===== src/rtl/snpu_rnd_pkg.sv =====
// Shared widths and FSM state type for the ring-oscillator random harvester.
package snpu_rnd_pkg;

  localparam int unsigned BANK_W = 5;
  localparam int unsigned WORD_W = 16;
  localparam int unsigned BYTE_W = 8;
  localparam int unsigned PAIRS  = WORD_W / 2;

  typedef enum logic [1:0] {
    ST_IDLE,
    ST_FREEZE,
    ST_EXTRACT,
    ST_RELEASE
  } hv_state_e;

endpackage


===== src/rtl/rnd_byte_fifo.sv =====
// Small byte FIFO (power-of-2 depth); push while full is accepted only with a same-cycle pop.
module rnd_byte_fifo #(
  parameter int unsigned DEPTH = 4,
  parameter int unsigned W     = 8
) (
  input  logic         clk,
  input  logic         rst,
  input  logic         push_i,
  input  logic [W-1:0] wr_data_i,
  input  logic         pop_i,
  output logic [W-1:0] rd_data_o,
  output logic         full_o,
  output logic         empty_o
);

  localparam int unsigned AW = (DEPTH > 1) ? $clog2(DEPTH) : 1;

  logic [W-1:0] mem_q [DEPTH];
  logic [AW-1:0] wr_q;
  logic [AW-1:0] rd_q;
  logic [AW:0]   cnt_q;
  logic          do_push;
  logic          do_pop;

  assign empty_o   = (cnt_q == '0);
  assign full_o    = (cnt_q == (AW+1)'(DEPTH));
  assign do_pop    = pop_i && !empty_o;
  assign do_push   = push_i && (!full_o || do_pop);
  assign rd_data_o = mem_q[rd_q];

  // Storage, pointers and occupancy
  always_ff @(posedge clk or posedge rst) begin
    if (rst) begin
      wr_q  <= '0;
      rd_q  <= '0;
      cnt_q <= '0;
      for (int i = 0; i < int'(DEPTH); i++) begin
        mem_q[i] <= '0;
      end
    end else begin
      if (do_push) begin
        mem_q[wr_q] <= wr_data_i;
        wr_q        <= wr_q + 1'b1;
      end
      if (do_pop) begin
        rd_q <= rd_q + 1'b1;
      end
      case ({do_push, do_pop})
        2'b10:   cnt_q <= cnt_q + 1'b1;
        2'b01:   cnt_q <= cnt_q - 1'b1;
        default: cnt_q <= cnt_q;
      endcase
    end
  end

endmodule


===== src/rtl/rnd_harvester.sv =====
// Round-robin harvester: freeze/sample each oscillator bank, von Neumann debias,
// pack bits LSB-first into bytes, buffer in a FIFO, and flag a stuck source.
module rnd_harvester
  import snpu_rnd_pkg::*;
#(
  parameter int unsigned NBANK       = 32,
  parameter int unsigned SETTLE_CYC  = 4,
  parameter int unsigned RUN_CYC     = 16,
  parameter int unsigned FIFO_DEPTH  = 4,
  parameter int unsigned STUCK_LIMIT = 8
) (
  input  logic              clk,
  input  logic              rst,
  input  logic              en,
  output logic              rnd_freeze,
  output logic [BANK_W-1:0] rnd_addr,
  input  logic [WORD_W-1:0] rnd_word,
  output logic [BYTE_W-1:0] out_data,
  output logic              out_valid,
  input  logic              out_ready,
  output logic              fault
);

  localparam int unsigned CNT_HI = (RUN_CYC > SETTLE_CYC) ? RUN_CYC : SETTLE_CYC;
  localparam int unsigned CNT_W  = $clog2(((CNT_HI > PAIRS) ? CNT_HI : PAIRS) + 1);
  localparam int unsigned KW     = $clog2(PAIRS);
  localparam int unsigned ACC_W  = $clog2(BYTE_W);
  localparam int unsigned STK_W  = $clog2(STUCK_LIMIT + 1);

  hv_state_e         state_q, state_d;
  logic [CNT_W-1:0]  cnt_q, cnt_d;
  logic [BANK_W-1:0] addr_q, addr_d;
  logic [WORD_W-1:0] word_q, word_d;
  logic [WORD_W-1:0] prev_q, prev_d;
  logic [STK_W-1:0]  stuck_q, stuck_d;
  logic              fault_q, fault_d;
  logic [BYTE_W-1:0] acc_q, acc_d;
  logic [ACC_W-1:0]  acc_cnt_q, acc_cnt_d;
  logic              freeze_q, freeze_d;
  logic [WORD_W-1:0] sync1_q, sync2_q;

  logic [1:0]        pair;
  logic [BYTE_W-1:0] byte_c;
  logic              push;
  logic              degen;
  logic              fifo_full;
  logic              fifo_empty;

  assign degen = (sync2_q == '0) || (sync2_q == '1) || (sync2_q == prev_q);

  // Next-state: scan FSM, extractor/accumulator and stuck-source check
  always_comb begin
    state_d   = state_q;
    cnt_d     = cnt_q;
    addr_d    = addr_q;
    word_d    = word_q;
    prev_d    = prev_q;
    stuck_d   = stuck_q;
    fault_d   = fault_q;
    acc_d     = acc_q;
    acc_cnt_d = acc_cnt_q;
    push      = 1'b0;
    pair      = word_q[{cnt_q[KW-1:0], 1'b0} +: 2];
    byte_c    = acc_q;

    case (state_q)
      ST_IDLE: begin
        if (en && !fifo_full) begin
          state_d = ST_FREEZE;
          cnt_d   = '0;
        end
      end
      ST_FREEZE: begin
        if (cnt_q == CNT_W'(SETTLE_CYC - 1)) begin
          word_d  = sync2_q;
          prev_d  = sync2_q;
          state_d = ST_EXTRACT;
          cnt_d   = '0;
          if (degen) begin
            if (stuck_q != STK_W'(STUCK_LIMIT)) begin
              stuck_d = stuck_q + 1'b1;
            end
            if (stuck_q >= STK_W'(STUCK_LIMIT - 1)) begin
              fault_d = 1'b1;
            end
          end else begin
            stuck_d = '0;
          end
        end else begin
          cnt_d = cnt_q + 1'b1;
        end
      end
      ST_EXTRACT: begin
        // 10 emits 1, 01 emits 0; the emitted bit equals the pair's upper bit
        if (pair[1] ^ pair[0]) begin
          byte_c[acc_cnt_q] = pair[1];
          if (acc_cnt_q == ACC_W'(BYTE_W - 1)) begin
            push      = 1'b1;
            acc_d     = '0;
            acc_cnt_d = '0;
          end else begin
            acc_d     = byte_c;
            acc_cnt_d = acc_cnt_q + 1'b1;
          end
        end
        if (cnt_q[KW-1:0] == KW'(PAIRS - 1)) begin
          state_d = ST_RELEASE;
          cnt_d   = '0;
          addr_d  = (addr_q == BANK_W'(NBANK - 1)) ? '0 : addr_q + 1'b1;
        end else begin
          cnt_d = cnt_q + 1'b1;
        end
      end
      ST_RELEASE: begin
        if (cnt_q == CNT_W'(RUN_CYC - 1)) begin
          state_d = ST_IDLE;
          cnt_d   = '0;
        end else begin
          cnt_d = cnt_q + 1'b1;
        end
      end
      default: state_d = ST_IDLE;
    endcase

    freeze_d = (state_d == ST_FREEZE) || (state_d == ST_EXTRACT);
  end

  // State and synchronizer registers
  always_ff @(posedge clk or posedge rst) begin
    if (rst) begin
      state_q   <= ST_IDLE;
      cnt_q     <= '0;
      addr_q    <= '0;
      word_q    <= '0;
      prev_q    <= '0;
      stuck_q   <= '0;
      fault_q   <= 1'b0;
      acc_q     <= '0;
      acc_cnt_q <= '0;
      freeze_q  <= 1'b0;
      sync1_q   <= '0;
      sync2_q   <= '0;
    end else begin
      state_q   <= state_d;
      cnt_q     <= cnt_d;
      addr_q    <= addr_d;
      word_q    <= word_d;
      prev_q    <= prev_d;
      stuck_q   <= stuck_d;
      fault_q   <= fault_d;
      acc_q     <= acc_d;
      acc_cnt_q <= acc_cnt_d;
      freeze_q  <= freeze_d;
      sync1_q   <= rnd_word;
      sync2_q   <= sync1_q;
    end
  end

  rnd_byte_fifo #(
    .DEPTH (FIFO_DEPTH),
    .W     (BYTE_W)
  ) u_fifo (
    .clk       (clk),
    .rst       (rst),
    .push_i    (push),
    .wr_data_i (byte_c),
    .pop_i     (out_ready),
    .rd_data_o (out_data),
    .full_o    (fifo_full),
    .empty_o   (fifo_empty)
  );

  assign rnd_freeze = freeze_q;
  assign rnd_addr   = addr_q;
  assign out_valid  = !fifo_empty;
  assign fault      = fault_q;

endmodule


===== config.mk =====
export PLATFORM = sky130hd
export DESIGN_NAME = rnd_harvester
export DESIGN_NICKNAME = d
export VERILOG_FILES = /design/src/rtl/snpu_rnd_pkg.sv /design/src/rtl/rnd_byte_fifo.sv /design/src/rtl/rnd_harvester.sv
export SDC_FILE = /design/constraint.sdc
export NUM_CORES = 1
export LEC_CHECK = 0
export CORE_UTILIZATION = 40
export DETAILED_ROUTE_END_ITERATION = 12
export GPL_ROUTABILITY_DRIVEN = 0
export PLACE_DENSITY = 0.64
export SETUP_SLACK_MARGIN = 0.02
export SLEW_MARGIN = 20
export SYNTH_ARGS = -nofsm -noshare
export SYNTH_HDL_FRONTEND = slang
export SYNTH_HIERARCHICAL = 1
export SYNTH_SLANG_ARGS = --single-unit

===== constraint.sdc =====
create_clock -name clk -period 4.2 [get_ports clk]
set_clock_uncertainty 0.2 [all_clocks]
set_input_delay 1.26 -clock clk [delete_from_list [all_inputs] [get_ports clk]]
set_output_delay 1.26 -clock clk [all_outputs]
set_load 0.01 [all_outputs]

==> impl_results.md, run 1 <==
* Total gr overflow at 0
* Crit-path cells: mux4_2 > clkdlybuf4s50_1
* Final core utilization at 50.1%
* Pwr dens at 609 nW/µm²
* Pre-antenna DRT Iters at 4
* Post-synth EDFFs at 0
* H-tree depth at 4
* Synth Instances at 459
* Seq pwr share at 39.3%
* Clk_lat worst skew at 0.41 ns
* DIE HEIGHT at 119 µm
* Period utilization at 88.2%
* Hold_ws at 0.143 ns
* PortBufs at 35
* FF-to-FF path depth at 12
* Number of global-route vias before repair at 3,670
* Synth Warn # at 6
* Share of post-route cells with drive strength above 1 at 20.6%
* Clk slew on worst S/H paths at 0.05 ns
* Most frequent cells in the layout: dfrtp_1 (116), nand2_1 (69), mux2_2 (35), clkdlybuf4s50_1 (35), o21ai_0 (21)
* Die X at 119 µm
* Fin. max-slew vios at 0
* Unrepaired setup endpoints after global routing: no
* Worst EP required at 2.74 ns
* Final ANT Viol Nets at 0
* CTS tree: yes
* Final WL at 10.6 mm
* Slew HR at 50.6%
* Core ar. at 13,200 µm²
* Psw at 1290 µW
* First-pass GRT wire length at 18.3 mm
* Final min period at 3.70 ns
* Max_cap viols at 0
* Critical path class: reg2out
* Fillers at 1,197
* Crit. End Element: primary output
* Largest net degree at the start of global routing at 78
* DRT iter0 DRCs at 203
* DR vias/cell at 5.20
* CTS root buf: clkbuf_16
* Slowest cell delay on critical path at 0.74 ns
* Status: finished clean
* WL per Instance at 15.3 µm
* Nets at 543
* Total GRT Usage at 16.9%
* Hold-fix buffers, CTS at 0
* Syn_area_per_cell at 11.8 µm²
* Finished Cell Area at 6630 µm²
* Placed instance count at 664
* Initial antenna violation count at 0
* Layout Cells excl Fill at 696
* Worst Hold Class: reg2reg
* Clk pwr share at 36.7%
* Inserted Clock Buffers at 17
* Final Setup Violations at 0
* Row count at 42
* Worst r2r dst: u_fifo/cnt_q[2]
* Switch share at 32.0%
* Maximum vdd drop at 372 µV
* Post-synthesis async set-or-reset flop share at 100%
* Crit. Startpoint: u_fifo/rd_q[0]
* CP arrival at 2.24 ns
* RR Startpoint: cnt_q[0]
* CP endpoint: out_data[6]
* Final HPWL DP at 7.08 mm
* Critical Path Fanout Max at 10
* I/O pin cnt at 36
* Antenna diode count at 0
* Max clock buf depth at 2
* Starting Density at 41.0%
* Slew @ Worst Pin at 0.737 ns
* Post_cts resized at 0
* Vias at 3,619
* Mapped cell area at 5430 µm²
* Placed Area at 6010 µm²
* Ys flop type: dfrtp_1
* Post-synth cell types at 56
* Cell Int Power at 2750 µW
* Setup TNS at 0 ns
* DRC viols at 0
* Hold Vio Cnt, Final at 0
* Syn_nets at 495
* FF+latch count, synth at 116
* Sequential share of the synthesized area at 53.4%
* Max frequency at 270 MHz
* Area grow syn2layout at 22.1%
* CP max stage cell: dfrtp_1
* Post-CTS setup repair buffer count at 0
* Clock sink total at 116
* Total Die Area at 14,000 µm²
* CP Launch Type: flop
* Commonest non-fill, non-tap cell in the layout: dfrtp_1
* Leak Pwr at 0.00295 µW
* Reg-to-reg setup timing slack at 0.53 ns
* Combinational power share at 24.0%
* Hold Startpoint: sync1_q[12]
-- critical path: cells and delay by family, from the launching register on --
| kind | cells | cell delay, ns |
|---|---|---|
| DFF | 1 | 0.74 |
| muxes | 1 | 0.59 |
| buffers and inverters | 1 | 0.50 |
-- routing by layer --
metal  part of all wire [%]  global-route usage, %
met1                     44                   21.4
met2                     50                   26.6
met3                    3.9                   4.54
met4                    1.8                   8.39
met5                      0                      0
-- cells in the mapped netlist (5+ instances only) --
cell	n	share of area (%)
nor2_1	16	1.1
a21oi_1	18	1.7
clkbuf_1	7	0.48
nand2_1	69	4.8
mux2_2	35	7.3
mux4_2	12	5.0
nor4_1	5	0.58
xnor2_1	19	3.1
nand3_1	12	1.1
inv_1	17	1.2
a22o_1	5	0.81
o21ai_1	6	0.55
buf_2	5	0.46
nand4_1	9	1.0
nor2b_1	7	0.81
dfrtp_1	116	53
o21ai_0	21	1.9
ha_1	15	3.5
-- cell type report --
class,count,area [µm²],share of cell area (%)
inverters,17,63.8,0.962
clock buffers,18,439,6.62
multi-input cells,312,2400,36.3
repair buffers,43,423,6.38
flip-flops and latches,116,2900,43.8
well taps,176,220,3.32
clock inverters,14,176,2.66
-- sequential cells by signal, indices dropped and copies added, names as in the netlist --
| register | cells |
|---|---|
| u_fifo/mem_q | 32 |
| prev_q | 16 |
| sync1_q | 16 |
| sync2_q | 16 |
| acc_q | 8 |
| cnt_q | 5 |
| rnd_addr | 5 |
| stuck_q | 4 |
| acc_cnt_q | 3 |
| u_fifo/cnt_q | 3 |
| state_q | 2 |
| u_fifo/rd_q | 2 |
| u_fifo/wr_q | 2 |
| fault | 1 |
| rnd_freeze | 1 |
-- per-stage QoR --
step                      setup WS (ns)  total power [µW]
after detailed placement          0.497              2570
after global routing              0.315              4260
after CTS                         0.419              4080
after floorplan                   0.773              2320
after global placement            0.576              2530
final                             0.497              4040
-- worst min-delay path by stage --
stage | slack, ns | end | cells past startpoint
2_1_floorplan | 0.13 | sync2_q[0] | 0
3_3_place_gp | 0.13 | sync2_q[6] | 0
3_5_place_dp | 0.13 | sync2_q[11] | 0
4_1_cts | 0.15 | sync2_q[7] | 0
5_1_grt | 0.15 | sync2_q[7] | 0
6_report | 0.14 | sync2_q[12] | 0
-- power groups by stage --
stage                     registers (µW)  clock network (µW)  logic (µW)
after floorplan                     1450                   0         878
after global placement              1600                   0         932
after detailed placement            1610                   0         968
after CTS                           1590                1510         976
after global routing                1620                1550        1080
final                               1590                1480         970
-- cell families after synthesis --
family	count (synthesis)	share of synthesized area, %
flip-flops	116	53.4
adder cells (fa/ha/maj)	16	3.82
multiplexers	55	14.4
buffers and inverters	31	2.40
XOR/XNOR	24	4.22
AO/OA/AOI/OAI	76	8.75
AND/OR/NAND/NOR	141	13.0
Note: power is estimated with default switching activity, not from simulation.
==> run 2: changes to the inputs <==
--- a/config.mk
+++ b/config.mk
@@ -9,6 +9,7 @@
 export DETAILED_ROUTE_END_ITERATION = 12
 export GPL_ROUTABILITY_DRIVEN = 0
 export PLACE_DENSITY = 0.64
+export RECOVER_POWER = 50
 export SETUP_SLACK_MARGIN = 0.02
 export SLEW_MARGIN = 20
 export SYNTH_ARGS = -nofsm -noshare
==> impl_results.md, run 2 (synthesized netlist as in run 1, its figures left out) <==
* DRT iter0 DRCs at 196
* Unrepaired setup endpoints after global routing: no
* Most frequent cells in the layout: dfrtp_1 (116), nand2_1 (69), mux2_2 (35), o21ai_0 (21), xnor2_1 (19)
* Total gr overflow at 0
* Antenna diode count at 0
* Crit-path cells: mux4_2 > clkdlybuf4s50_1
* Critical Path Fanout Max at 10
* CTS tree: yes
* Pre-antenna DRT Iters at 5
* Max reg flops at 32
* Post_cts resized at 0
* Row count at 42
* DR vias/cell at 5.22
* Critical path class: reg2out
* Clock sink total at 116
* Slowest cell delay on critical path at 0.74 ns
* CP max stage cell: dfrtp_1
* Worst EP required at 2.74 ns
* Period utilization at 88.3%
* H-tree depth at 4
* Leak Pwr at 0.00295 µW
* Number of global-route vias before repair at 3,670
* Total GRT Usage at 16.9%
* Final min period at 3.71 ns
* Max clock buf depth at 2
* I/O pin cnt at 36
* Core ar. at 13,200 µm²
* Crit. End Element: primary output
* First-pass GRT wire length at 18.3 mm
* CTS root buf: clkbuf_16
* Slew @ Worst Pin at 1.85 ns
* Area grow syn2layout at 21.8%
* Max frequency at 270 MHz
* Hold-fix buffers, CTS at 0
* Final ANT Viol Nets at 0
* Largest net degree at the start of global routing at 78
* Worst Hold Class: reg2reg
* PortBufs at 35
* Status: finished with violations
* Initial antenna violation count at 0
* Pwr dens at 610 nW/µm²
* Wire length on met3 at 405 µm
* Slew HR at -23.4%
* Failing checks: capacitance limit, slew limit
* CP Launch Type: flop
* Die X at 119 µm
* Setup TNS at 0 ns
* Share of post-route cells with drive strength above 1 at 20.4%
* Final WL at 10.7 mm
* Clk slew on worst S/H paths at 0.05 ns
* Post-CTS setup repair buffer count at 0
* Top Layer Used: met4
* Starting Density at 41.0%
* Largest Register: u_fifo/mem_q
* Nets at 543
* Final Setup Violations at 0
* DRC viols at 0
* CP arrival at 2.25 ns
* Max_cap viols at 1
* Vias at 3,631
* Final Power at 4040 µW
* Met2 wire length at 5.33 mm
* DIE HEIGHT at 119 µm
* Routed length on met1 at 4.73 mm
* Final HPWL DP at 7.08 mm
* Inserted Clock Buffers at 17
* Commonest non-fill, non-tap cell in the layout: dfrtp_1
* Clk_lat worst skew at 0.42 ns
* WL per Instance at 15.3 µm
* Hold Vio Cnt, Final at 0
* Fin. max-slew vios at 78
* Total Die Area at 14,000 µm²
* Maximum vdd drop at 373 µV
[run 2: critical path: cells and delay by family, from the launching register on]
kind | cells | cell delay (ns)
mux | 1 | 0.59
buf+inv | 1 | 0.50
flops | 1 | 0.74
[run 2: per-layer routing]
| metal | track usage (%) | vias to the layer above |
|---|---|---|
| met2 | 26.6 | 90 |
| met5 | 0 | - |
| met1 | 21.4 | 1799 |
| li1 | - | 1723 |
| met4 | 8.39 | 0 |
| met3 | 4.54 | 19 |
[run 2: worst paths after layout]
path	start	slack (ns)	end	depth (start not counted)
setup / recovery	u_fifo/rd_q[0]	0.49	out_data[6]	2
hold / removal	sync1_q[12]	0.14	sync2_q[12]	0
hold reg to reg	sync1_q[12]	0.14	sync2_q[12]	0
setup reg to reg	cnt_q[0]	0.53	u_fifo/cnt_q[2]	12
min in group asynchronous	rst	1.25	u_fifo/mem_q[12]	2
max in group asynchronous	rst	0.93	acc_cnt_q[1]	3
[run 2: power breakdown]
part	leakage, µW	switching, µW	internal [µW]
registers	0.00146	301	1290
clock network	0.000285	530	951
logic	0.00120	465	502
[run 2: area by class of cell]
type,count,area [µm²]
timing repair buffer,43,408
tap,176,220
clock inverter,14,176
clock buffer,18,439
fill,1198,6630
inverter,17,63.8
sequential,116,2900
multi-input combinational,312,2400
[run 2: stage by stage]
stage / hold WS (ns) / cell area (µm²) / std cells / setup slack (ns) / utilization (%)
finish: 0.143 / 6620 / 696 / 0.492 / 50.0
global route: 0.151 / 6620 / 696 / 0.315 / 50.0
global placement: 0.131 / 6010 / 664 / 0.576 / 45.4
floorplan: 0.131 / 5430 / 459 / 0.773 / -
detailed placement: 0.135 / 6010 / 664 / 0.497 / 45.4
CTS: 0.145 / 6620 / 696 / 0.419 / 50.0
==> run 3: changes to the inputs <==
--- a/config.mk
+++ b/config.mk
@@ -5,10 +5,12 @@
 export SDC_FILE = /design/constraint.sdc
 export NUM_CORES = 1
 export LEC_CHECK = 0
+export CELL_PAD_IN_SITES_DETAIL_PLACEMENT = 2
+export CELL_PAD_IN_SITES_GLOBAL_PLACEMENT = 2
 export CORE_UTILIZATION = 40
 export DETAILED_ROUTE_END_ITERATION = 12
 export GPL_ROUTABILITY_DRIVEN = 0
-export PLACE_DENSITY = 0.64
+export PLACE_DENSITY = 0.85
 export RECOVER_POWER = 50
 export SETUP_SLACK_MARGIN = 0.02
 export SLEW_MARGIN = 20
==> impl_results.md, run 3 (synthesized netlist as in run 1, its figures left out) <==
* Status: finished with violations
* Failing checks: capacitance limit, slew limit
* Slew HR at -46.9%
* CP arrival at 3.92 ns
* Max reg flops at 32
* Max_cap viols at 2
* Placed Area at 5990 µm²
* Pre-antenna DRT Iters at 4
* H-tree depth at 4
* Maximum vdd drop at 556 µV
* Hold Vio Cnt, Final at 0
* Crit. End Element: flop
* DR vias/cell at 5.59
* Final WL at 15.8 mm
* Worst EP required at 4.30 ns
* RR Startpoint: cnt_q[0]
* Max clock buf depth at 2
* Reg-to-reg setup timing slack at 0.38 ns
* Share of post-route cells with drive strength above 1 at 19.9%
* Critical Path Fanout Max at 10
* Total GRT Usage at 24.9%
* Hold depth at 0
* Vias at 3,882
* Unrepaired setup endpoints after global routing: no
* Leak Pwr at 0.00294 µW
* Final Worst Setup Slack at 0.378 ns
* Clk slew on worst S/H paths at 0.06 ns
* Clock sink total at 116
* Slew @ Worst Pin at 2.20 ns
* Post_cts resized at 0
* Final Power at 4190 µW
* Hold Startpoint: sync1_q[13]
* Area grow syn2layout at 21.1%
* Post-CTS setup repair buffer count at 0
* DRT iter0 DRCs at 184
* Total gr overflow at 0
* Worst r2r dst: u_fifo/cnt_q[2]
* Layout Cells excl Fill at 694
* Worst Hold Class: reg2reg
* Total Die Area at 14,000 µm²
* FF-to-FF path depth at 12
* DRC viols at 0
* Setup TNS at 0 ns
* Clk_lat worst skew at 0.43 ns
* Commonest non-fill, non-tap cell in the layout: dfrtp_1
* First-pass GRT wire length at 26.0 mm
* Critical path class: reg2reg
* Die X at 119 µm
* Setup WS pre-CTS at 0.431 ns
* Largest net degree at the start of global routing at 78
* CP Launch Type: flop
* Final Setup Violations at 0
* Final HPWL DP at 9.74 mm
* Antenna diode count at 0
* Hold-fix buffers, CTS at 0
* Row count at 42
* Starting Density at 41.0%
* WL per Instance at 22.7 µm
* Fin. max-slew vios at 118
* Number of global-route vias before repair at 4,588
* PortBufs at 35
* Nets at 541
* Most frequent cells in the layout: dfrtp_1 (116), nand2_1 (69), mux2_2 (35), o21ai_0 (21), xnor2_1 (19)
* CTS tree: yes
* Initial antenna violation count at 0
* Placed instance count at 662
* Max frequency at 262 MHz
* CTS root buf: clkbuf_16
* Final min period at 3.82 ns
* Pwr dens at 637 nW/µm²
* Final ANT Viol Nets at 0
* I/O pin cnt at 36
* Finished Cell Area at 6580 µm²
* DIE HEIGHT at 119 µm
* Hold EP: sync2_q[13]
* Inserted Clock Buffers at 17
* Largest Register: u_fifo/mem_q
* Period utilization at 91.0%
* Core ar. at 13,200 µm²
-- run 3: cell types whose count changed in the layout (fill, tap and decap cells not counted), sizes merged --
cell	previous run	this run
dlygate4sd3	18	17
bufinv	3	2
clkdlybuf4s50	17	18
clkinvlp	5	2
buf	7	4
clkinv	5	4
inv	18	24
-- run 3: worst max-delay path by stage --
stage	from	endpoint	depth (start not counted)
5_1_grt	cnt_q[0]	u_fifo/cnt_q[2]	12
6_report	cnt_q[0]	u_fifo/cnt_q[2]	12
3_5_place_dp	out_ready	u_fifo/cnt_q[2]	9
4_1_cts	cnt_q[0]	u_fifo/cnt_q[2]	12
3_3_place_gp	out_ready	u_fifo/cnt_q[2]	9
2_1_floorplan	rst	acc_cnt_q[0]	1
-- run 3: area by class of cell --
cell class              instances  area (µm²)
clock buffers                  17         425
clock inverters                15         170
fillers                      1328        6670
inverters                      17        63.8
multi-input cells             312        2400
flip-flops and latches        116        2900
well taps                     176         220
repair buffers                 41         389
-- run 3: per-stage QoR --
stage,hold WS [ns],util [%]
2_1_floorplan,0.131,-
3_3_place_gp,0.132,45.3
3_5_place_dp,0.136,45.3
4_1_cts,0.159,49.8
5_1_grt,0.161,49.7
6_report,0.155,49.7
-- run 3: layer usage --
layer	wire [µm]	track usage [%]	part of all wire, %
met2	8440	43.2	54
met4	459	10.6	2.9
met3	433	6.56	2.7
met5	0	0	0
met1	6430	29.0	41
-- run 3: power breakdown --
group	internal [µW]	total [µW]	switching [µW]
registers	1290	1620	333
clock network	890	1490	598
logic	504	1080	577
total	2680	4190	1510
-- run 3: worst max-delay path, stage by stage, from the launching register on --
cell and delay [ns]:
dfrtp_1 0.59, mux4_2 0.58, mux2_4 0.36, xnor2_4 0.26, nand2_4 0.15, nor2_1 0.29, or2b_2 0.37, ha_1 0.24
inv_1 0.07, fa_1 0.17, xor2_1 0.17, nor2_1 0.08, xor2_1 0.15
